`src/rtl/hazard_ctrl.sv`:
```
// hazard_ctrl: pipeline hazard controller (load-use stall, branch flush, memory freeze)
module hazard_ctrl #(
  parameter int LOAD_LAT = 1
) (
  input  logic        clk,
  input  logic        rst,
  input  logic [4:0]  id_rs,
  input  logic [4:0]  id_rt,
  input  logic        id_uses_rs,
  input  logic        id_uses_rt,
  input  logic [4:0]  id_rd,
  input  logic        id_is_load,
  input  logic        id_w_enable,
  input  logic        beq_taken,
  input  logic        dm_busy,
  output logic        pc_w_enable,
  output logic        ifid_w_enable,
  output logic        buble_mux_ctrl,
  output logic        ifid_flush,
  output logic        mem_hold,
  output logic [15:0] stall_cnt
);

  typedef enum logic [1:0] {RUN, STALL, FLUSH, WAIT} state_t;

  state_t      state_q, state_d;
  logic [1:0]  cnt_q, cnt_d;
  logic [4:0]  ex_rd_q;
  logic        ex_load_q, ex_we_q;
  logic [15:0] stall_cnt_q;
  logic        ex_wr, load_use;

  // only an EX instruction that produces a register result can create a hazard
  assign ex_wr    = ex_we_q | ex_load_q;
  assign load_use = ex_load_q & ex_wr & (|ex_rd_q) &
                    ((id_uses_rs & (id_rs == ex_rd_q)) | (id_uses_rt & (id_rt == ex_rd_q)));
  assign stall_cnt = stall_cnt_q;

  // next state and control outputs; WAIT resumes with the normal RUN decode once memory is ready
  always_comb begin
    state_d        = state_q;
    cnt_d          = cnt_q;
    pc_w_enable    = 1'b1;
    ifid_w_enable  = 1'b1;
    buble_mux_ctrl = 1'b1;
    ifid_flush     = 1'b0;
    mem_hold       = 1'b0;
    if (rst) begin
      pc_w_enable    = 1'b0;
      ifid_w_enable  = 1'b0;
      buble_mux_ctrl = 1'b0;
      ifid_flush     = 1'b1;
      state_d        = RUN;
      cnt_d          = 2'd0;
    end else if (dm_busy) begin
      pc_w_enable   = 1'b0;
      ifid_w_enable = 1'b0;
      mem_hold      = 1'b1;
      state_d       = (state_q == RUN) ? WAIT : state_q;
    end else if (beq_taken) begin
      buble_mux_ctrl = 1'b0;
      ifid_flush     = 1'b1;
      state_d        = FLUSH;
      cnt_d          = 2'd0;
    end else if (state_q == FLUSH) begin
      buble_mux_ctrl = 1'b0;
      state_d        = RUN;
    end else if (state_q == STALL) begin
      pc_w_enable    = 1'b0;
      ifid_w_enable  = 1'b0;
      buble_mux_ctrl = 1'b0;
      cnt_d          = cnt_q - 2'd1;
      state_d        = (cnt_q == 2'd1) ? RUN : STALL;
    end else if (load_use) begin
      pc_w_enable    = 1'b0;
      ifid_w_enable  = 1'b0;
      buble_mux_ctrl = 1'b0;
      cnt_d          = 2'(LOAD_LAT - 1);
      state_d        = (LOAD_LAT == 1) ? RUN : STALL;
    end else begin
      state_d = RUN;
    end
  end

  // state, bubble counter, EX tracker and saturating stall counter
  always_ff @(posedge clk) begin
    if (rst) begin
      state_q     <= RUN;
      cnt_q       <= 2'd0;
      ex_rd_q     <= 5'd0;
      ex_load_q   <= 1'b0;
      ex_we_q     <= 1'b0;
      stall_cnt_q <= 16'd0;
    end else begin
      state_q <= state_d;
      cnt_q   <= cnt_d;
      if (!mem_hold) begin
        ex_rd_q   <= buble_mux_ctrl ? id_rd : 5'd0;
        ex_load_q <= buble_mux_ctrl & id_is_load;
        ex_we_q   <= buble_mux_ctrl & id_w_enable;
      end
      if (!pc_w_enable && stall_cnt_q != 16'hFFFF) stall_cnt_q <= stall_cnt_q + 16'd1;
    end
  end

endmodule
```
`config.mk`:
```
export PLATFORM = sky130hd
export DESIGN_NAME = hazard_ctrl
export DESIGN_NICKNAME = d
export VERILOG_FILES = /design/src/rtl/hazard_ctrl.sv
export SDC_FILE = /design/constraint.sdc
export NUM_CORES = 1
export LEC_CHECK = 0
export CORE_UTILIZATION = 25
export DETAILED_ROUTE_END_ITERATION = 12
export GPL_TIMING_DRIVEN = 0
export PLACE_DENSITY_LB_ADDON = 0.3
export SLEW_MARGIN = 20
export SYNTH_ARGS = -nofsm -noshare
export SYNTH_HDL_FRONTEND = slang
export SYNTH_SLANG_ARGS = --single-unit
```
`constraint.sdc`:
```
create_clock -name clk -period 2.8 [get_ports clk]
set_input_delay 0.7 -clock clk [delete_from_list [all_inputs] [get_ports clk]]
set_output_delay 0.7 -clock clk [all_outputs]
set_load 0.005 [all_outputs]
```
## Word-level counts from Yosys, hierarchy flattened

Index checks and enable logic that the tools add are counted.

- $add $sub $neg: 2
- Equality and inequality tests: 8
- Multiplexer cells: 26
- Bitwise logic cells: 10
- Reductions and logical operators: 6

Operators with widths:

| cell | count |
|---|---|
| 1-bit two-way mux | 18 |
| 16-bit by 1-bit adder with 16-bit output (second input constant) | 1 |
| 16-bit inequality test (second input constant) | 1 |
| 2-bit two-way mux | 7 |
| 5-bit == test | 2 |
| 1-bit bitwise AND | 7 |
| 5-bit two-way mux | 1 |
| 5-bit OR reduction | 1 |
| 2-bit by 1-bit == test with 1-bit output (second input constant) | 2 |
| 3-bit AND reduction | 1 |
| 3-bit nonzero test | 1 |
| 2-bit == test (second input constant) | 1 |
| 2-bit zero test | 1 |
| 2-bit by 1-bit inequality test with 1-bit output (second input constant) | 1 |
| 2-bit inequality test (second input constant) | 1 |
| 1-bit bitwise OR | 2 |
| 2-bit by 1-bit subtractor with 2-bit output (second input constant) | 1 |
| 1-bit logical AND | 1 |
| 1-bit zero test | 1 |
| 1-bit NOT | 1 |

- Flip-flop bits (word level): 27
- Input bits: 23
- Output and inout bits: 21
- Word-level logic and storage cells: 58

## Logic depth before layout (Yosys ltp)

Gate-level depths: netlist of run 1.

- Word-level depth: 12
- Mapped depth: 8

## Worst setup path before layout of run 1

OpenSTA, ideal clock, no wires.

- Path kind: input-to-output
- From: input port id_rs[2]
- To: output port buble_mux_ctrl
- Arrival: 1.979 ns
- Setup slack: 0.121 ns
- Stages on the path: 6
- Buffers on the path: 0
- Cell sequence: xor2_1 -> nor4_2 -> a32oi_1 -> nor2_1 -> or4_1 -> a21oi_1

- Longest elaborated chain between the ends: 10

Ends and longest elaborated chain:

| what | RTL line | RTL |
|---|---|---|
| start, declared | 7 | `input logic [4:0] id_rs,` |
| 5-bit == test | 36 | `((id_uses_rs & (id_rs == ex_rd_q)) \| (id_uses_rt & (id_rt == ex_rd_q)));` |
| 1-bit bitwise AND | 36 |  |
| 1-bit bitwise OR | 36 |  |
| 1-bit bitwise AND | 35 | `assign load_use = ex_load_q & ex_wr & (\|ex_rd_q) &` |
| 1-bit two-way mux | 74 | `end else if (load_use) begin` |
| 1-bit two-way mux | 68 | `end else if (state_q == STALL) begin` |
| 1-bit two-way mux | 65 | `end else if (state_q == FLUSH) begin` |
| 1-bit two-way mux | 60 | `end else if (beq_taken) begin` |
| 1-bit two-way mux | 55 | `end else if (dm_busy) begin` |
| 1-bit two-way mux | 48 | `if (rst) begin` |
| end, declared | 18 | `output logic buble_mux_ctrl,` |

No other way between the ends.

## Worst setup path after layout of run 1

- From: input port id_rt[1]
- To: output port buble_mux_ctrl

- Longest elaborated chain between the ends: 10

Ends and longest elaborated chain:

| what | RTL line | RTL |
|---|---|---|
| start, declared | 8 | `input logic [4:0] id_rt,` |
| 5-bit == test | 36 |  |
| 1-bit bitwise AND | 36 |  |
| 1-bit bitwise OR | 36 |  |
| 1-bit bitwise AND | 35 |  |
| 1-bit two-way mux | 74 |  |
| 1-bit two-way mux | 68 |  |
| 1-bit two-way mux | 65 |  |
| 1-bit two-way mux | 60 |  |
| 1-bit two-way mux | 55 |  |
| 1-bit two-way mux | 48 |  |

No other way between the ends.

==> impl_metrics.tcl, run 1 <==
set metrics [dict create \
    status "complete, but fails checks" \
    violations "setup timing" \
    cts-root-buf "clkbuf_8" \
    syn_inst 166 \
    synth_xor_area_frac 0.0663 \
    async_flop_share 0 \
    ant_nets 0 \
    ys_ff_latch 26 \
    grt_pass1_wl_um 6120 \
    die_h_um 78.2 \
    synth_compound_area_frac 0.198 \
    rows 27 \
    synth-seq-area-share 0.358 \
    cts.sinks 26 \
    n_antenna_cell 0 \
    fin_ws_ps -113 \
    nFillCells 583 \
    period_share 1.04 \
    timing.fmax_mhz 343 \
    cts_made_buffers 3 \
    whs_path_depth 2 \
    crit_chain "buf_2 > xnor2_2 > and2_4 > a32oi_4 > nor2_2 > or4_4 > a21oi_2 > buf_2" \
    dp.cells 278 \
    holdPathEnd "stall_cnt[11]" \
    ir_drop_uv 161 \
    max-cap-violations 0 \
    powerDensity_mw_per_mm2 345 \
    grt_setup_unrepaired "yes" \
    synth_edf_count 0 \
    r2r-start "ex_rd_q[4]" \
    place_area_mm2 0.00194 \
    syn_nets 191 \
    wl_per_cell_um 12.7 \
    skew_ps 4.07 \
    holdCritStartpoint "stall_cnt[11]" \
    setup_viol 2 \
    synthFlopType "dfxtp_1" \
    cp_slowest_cell "or4_4" \
    dpl.hpwl_um 2610 \
    cts_hold_buffers 0 \
    r2r_cells 12 \
    nets 249 \
    grt_max_degree 14 \
    relSlewSlack 0.473 \
    port_buffers 40 \
    tightest_slew_ps 788 \
    vias_per_cell 4.93 \
    synthMuxAreaShare 0.0224 \
    drc_errors 0 \
    die_area_mm2 0.00612 \
    clk_path_buf_depth 2 \
    floorplan.initialDensity 0.262 \
    synth_top_family_by_area "simple AND/OR/NAND/NOR gates" \
    cp.required_ps 2100 \
    synthAdderAreaFrac 0.0172 \
    path_common_cell "buf_2" \
    final_area_mm2 0.00214 \
    cp_max_fo 3 \
    finalCriticalPeriod_ps 2910 \
    routed_wl_um 3740 \
    path_class "input pin to primary output" \
    grt_pass1_vias 1374 \
    power_uw 739 \
    fp.coreArea_mm2 0.00554 \
    yosys_warnings 0 \
    place.gp.congestion 0.749 \
    fin_cells 294 \
    area_growth_pct 47.3 \
    yosys.area_share.simple 0.284 \
    num_io_pins 44 \
    antenna_found_initial 0 \
    layout-drive-gt1-share 0.293 \
    syn_area_per_cell_um2 8.75 \
    hold_path_class "register to register" \
    crit_buf_inv 2 \
    drt_pass1_iterations 4 \
    grt_usage 0.124 \
    synth_cell_types 47 \
    p_leak_uw 0.000771 \
    grt.overflow.total 0 \
    cp-start-kind "input pin" \
    die_x_um 78.2 \
    critPathMaxStageDelay_ps 520 \
    path_delay_family "simple AND/OR/NAND/NOR gates" \
    htree_levels 1 \
    syn_area_mm2 0.00145 \
    drt_iter0_markers 57 \
    timing.rr.end "ex_rd_q[3]" \
    cp.arrival_ps 2210 \
    num_vias 1449 \
    utilization 0.386 \
    rrSetupSlack_ps 160 \
    hold_viol_final 0 \
    clock_latency_ps 270 \
    slew_viol_final 0 \
    holdWs_ps 508 \
    cts_tree "built" \
    clk_pin_slew_ps 80 \
    endpoint_kind "primary output" \
]
flip-flops by register name (all words and copies together), names as in the netlist:
name / flops
cnt_q: 2
ex_load_q: 1
stall_cnt: 16
state_q: 2
ex_rd_q: 5
how the worst max path moves through the flow:
stage | endpoint | from | depth (start not counted)
floorplan | buble_mux_ctrl | id_rs[2] | 6
global placement | buble_mux_ctrl | id_rs[2] | 8
detailed placement | buble_mux_ctrl | id_rs[3] | 8
CTS | buble_mux_ctrl | ex_rd_q[4] | 6
global route | buble_mux_ctrl | id_rt[1] | 8
finish | buble_mux_ctrl | id_rt[1] | 8
placed cells by master (no fill, tap or decap), types with 3 or more instances in the layout:
cell | netlist | final
a21oi_1 | 15 | 14
nand3_1 | 7 | 7
nand2_1 | 6 | 6
buf_4 | 1 | 13
a22o_1 | 5 | 5
xor2_1 | 9 | 5
buf_6 | 1 | 4
o21ai_0 | 8 | 7
clkbuf_8 | 2 | 5
xor2_2 | 0 | 4
o31ai_1 | 3 | 3
buf_2 | 1 | 10
or4_1 | 5 | 3
nor2_1 | 16 | 15
dfxtp_1 | 26 | 22
inv_1 | 6 | 6
clkdlybuf4s50_1 | 0 | 24
nor2b_1 | 3 | 3
nor4_1 | 4 | 3
or3_1 | 9 | 9
nand4_1 | 4 | 4
per-layer routing:
metal | up-vias | global-route usage | wire (µm)
met3 | 6 | 0.0233 | 118
met4 | 0 | 0.0537 | 71
met5 | - | 0 | 0
li1 | 734 | - | -
met1 | 677 | 0.151 | 1720
met2 | 32 | 0.213 | 1830
layout make-up:
class                   count  area [µm²]  share of cell area
inverters                   6        22.5              0.0105
flip-flops and latches     26         531               0.248
well taps                  72        90.1              0.0421
clock buffers               3        41.3              0.0193
plain buffers               6        58.8              0.0275
multi-input cells         128         953               0.446
repair buffers             53         443               0.207
stage by stage:
| step | setup slack [ps] | TNS, ps |
|---|---|---|
| floorplan | 121 | 0 |
| global placement | -1100 | -3500 |
| detailed placement | -1080 | -3570 |
| CTS | -115 | -124 |
| global route | -164 | -386 |
| finish | -113 | -186 |
cells by family (layout without fill, tap and decap cells):
kind of cell    count (synthesis)  in the layout
fa+ha+maj                       2              2
simple gates                   69             69
mux                             3              3
compound gates                 43             43
flops                          26             26
xor+xnor                       11             11
buf+inv                        12             68
synth_stat cells, types with 2 or more instances:
| master | n | share of area |
|---|---|---|
| o31ai_1 | 3 | 0.016 |
| ha_1 | 2 | 0.017 |
| nor2b_1 | 3 | 0.013 |
| nor2_1 | 16 | 0.041 |
| xor2_1 | 9 | 0.054 |
| or3_2 | 2 | 0.010 |
| a21oi_1 | 15 | 0.052 |
| nor3b_1 | 2 | 0.010 |
| a211oi_1 | 2 | 0.010 |
| dfxtp_1 | 26 | 0.36 |
| or3_1 | 9 | 0.039 |
| nand4_1 | 4 | 0.017 |
| nand3_1 | 7 | 0.024 |
| xnor2_1 | 2 | 0.012 |
| o21ba_2 | 2 | 0.014 |
| mux2_2 | 2 | 0.016 |
| or4_1 | 5 | 0.026 |
| inv_1 | 6 | 0.016 |
| clkbuf_8 | 2 | 0.019 |
| o21ai_0 | 8 | 0.028 |
| a22o_1 | 5 | 0.030 |
| nand2_1 | 6 | 0.016 |
| nor4_1 | 4 | 0.017 |
timing repair:
item                       4_1_cts  5_1_grt
pin swaps                       14        9
gates resized for setup         63       15
hold endpoints to repair         0        0
setup buffers                   12        3
setup endpoints to repair        3       10
worst min-delay path: stages, from the launching register on:
cell	delay, ps
dfxtp_1	340
o21ai_0	70
a21oi_1	60
power by group:
part	total, µW	switching (µW)	internal, µW
Combinational	137	62.0	74.5
Clock	210	113	96.4
Sequential	393	13.8	379
Note: power is estimated with default switching activity, not from simulation.
==> run 2, diff against run 1 <==
- SLEW_MARGIN: 20 -> unset
- TNS_END_PERCENT: unset -> 5
==> impl_metrics.tcl, run 2 (synthesis gave the netlist of run 1 again) <==
set metrics [dict create \
    layout-drive-gt1-share 0.293 \
    slew_viol_final 0 \
    htree_levels 1 \
    n_antenna_cell 0 \
    status "complete, but fails checks" \
    p_leak_uw 0.000788 \
    ant_nets 0 \
    multi_input_area_mm2 0.00101 \
    path_class "input pin to primary output" \
    grt_pass1_wl_um 6110 \
    area_growth_pct 53.1 \
    cp.required_ps 2100 \
    cts_tree "built" \
    cts_hold_buffers 0 \
    grt_pass1_vias 1370 \
    grt_setup_unrepaired "yes" \
    ir_drop_uv 162 \
    nets 249 \
    timing.fmax_mhz 349 \
    clk_pin_slew_ps 90 \
    dpl.hpwl_um 2610 \
    dp.cells 278 \
    switching_power_uw 194 \
    sw_frac_of_total 0.259 \
    skew_ps 3.23 \
    vias_per_cell 4.85 \
    die_h_um 78.2 \
    endpoint_kind "primary output" \
    drt_pass1_iterations 4 \
    finalSetupTns_ps -85.1 \
    cp_slowest_cell "or4_4" \
    dp_worst_setup_slack_ps -1080 \
    pwr-share-comb 0.192 \
    max-cap-violations 0 \
    hold_viol_final 0 \
    crit_chain "buf_6 > xnor2_2 > and2_4 > a32oi_4 > nor2_2 > or4_4 > a21oi_2 > buf_2" \
    cts_made_buffers 3 \
    die_x_um 78.2 \
    drc_errors 0 \
    hold_path_class "register to register" \
    clock_latency_ps 270 \
    antenna_found_initial 0 \
    final_common_cell "clkdlybuf4s50_1" \
    powerDensity_mw_per_mm2 336 \
    power_frac_seq 0.525 \
    port_buffers 40 \
    num_io_pins 44 \
    utilization 0.402 \
    drt_iter0_markers 58 \
    period_share 1.02 \
    grt.overflow.total 0 \
    place.gp.congestion 0.749 \
    die_area_mm2 0.00612 \
    cp.arrival_ps 2160 \
    fp.coreArea_mm2 0.00554 \
    clkPwrFrac 0.283 \
    wl_per_cell_um 12.6 \
    cp_max_fo 3 \
    critPathMaxStageDelay_ps 510 \
    final_cell_mix "24 x clkdlybuf4s50_1, 21 x dfxtp_1, 15 x nor2_1" \
    routed_wl_um 3720 \
    clk_path_buf_depth 2 \
    intPower_uw 554 \
    fin_cells 294 \
    violations "setup timing" \
    regArea_um2 534 \
    num_vias 1427 \
    cp-start-kind "input pin" \
    relSlewSlack 0.490 \
    largest_reg_flops 16 \
    finalCriticalPeriod_ps 2860 \
    grt_usage 0.124 \
    tightest_slew_ps 763 \
    setup_viol 2 \
    grt_max_degree 14 \
    floorplan.initialDensity 0.262 \
    fin_ws_ps -63.7 \
    rows 27 \
    nFillCells 571 \
    cts-root-buf "clkbuf_8" \
    cts.sinks 26 \
]
[run 2: changes by cell type in the layout (fill, tap and decap cells not counted), sizes merged]
cell	previous run	this run
clkbuf	8	7
clkdlybuf4s15	1	2
[run 2: area by class of cell]
type / instances / area share
plain buffers: 6 / 0.0247
multi-input cells: 128 / 0.453
clock buffers: 3 / 0.0186
inverters: 6 / 0.0101
flip-flops and latches: 26 / 0.240
well taps: 72 / 0.0405
repair buffers: 53 / 0.213
[run 2: power groups by stage]
stage	combinational [µW]	clock, µW	sequential (µW)
floorplan	64.4	0	399
global placement	122	0	401
detailed placement	122	0	401
CTS	122	222	392
global route	157	239	395
finish	144	212	393
[run 2: repair_timing]
action	CTS	global route
endpoints found under the setup margin	3	10
resized for setup	60	28
setup buffers	12	1
pin swaps	14	11
gates cloned	0	0
[run 2: layer usage]
metal / vias to the layer above / track usage / routed length (µm)
li1: 732 / - / -
met1: 662 / 0.150 / 1710
met2: 27 / 0.213 / 1800
met3: 6 / 0.0233 / 135
met4: 0 / 0.0537 / 76
met5: - / 0 / 0
[run 2: path summary, 6_finish.rpt]
check                      from        endpoint  slack (ps)  cells past startpoint
hold / removal    stall_cnt[11]   stall_cnt[11]         510                      2
setup reg to reg     ex_rd_q[4]      ex_rd_q[3]          90                     14
setup / recovery       id_rt[1]  buble_mux_ctrl         -60                      8
hold reg to reg   stall_cnt[11]   stall_cnt[11]         510                      2
[run 2: per-stage QoR]
| stage | instance area, µm² | power, µW | hold WS [ps] |
|---|---|---|---|
| 5_1_grt | 2220 | 790 | 536 |
| 4_1_cts | 2050 | 736 | 515 |
| 3_3_place_gp | 1940 | 523 | 466 |
| 3_5_place_dp | 1940 | 524 | 469 |
| 2_1_floorplan | 1450 | 463 | 443 |
| 6_report | 2220 | 748 | 510 |
[run 2: worst max-delay path: cells and delay by family]
family / cells / cell delay [ps]
AND/OR/NAND/NOR: 3 / 750
XOR/XNOR: 1 / 110
AO/OA/AOI/OAI: 2 / 380
buffers and inverters: 2 / 220
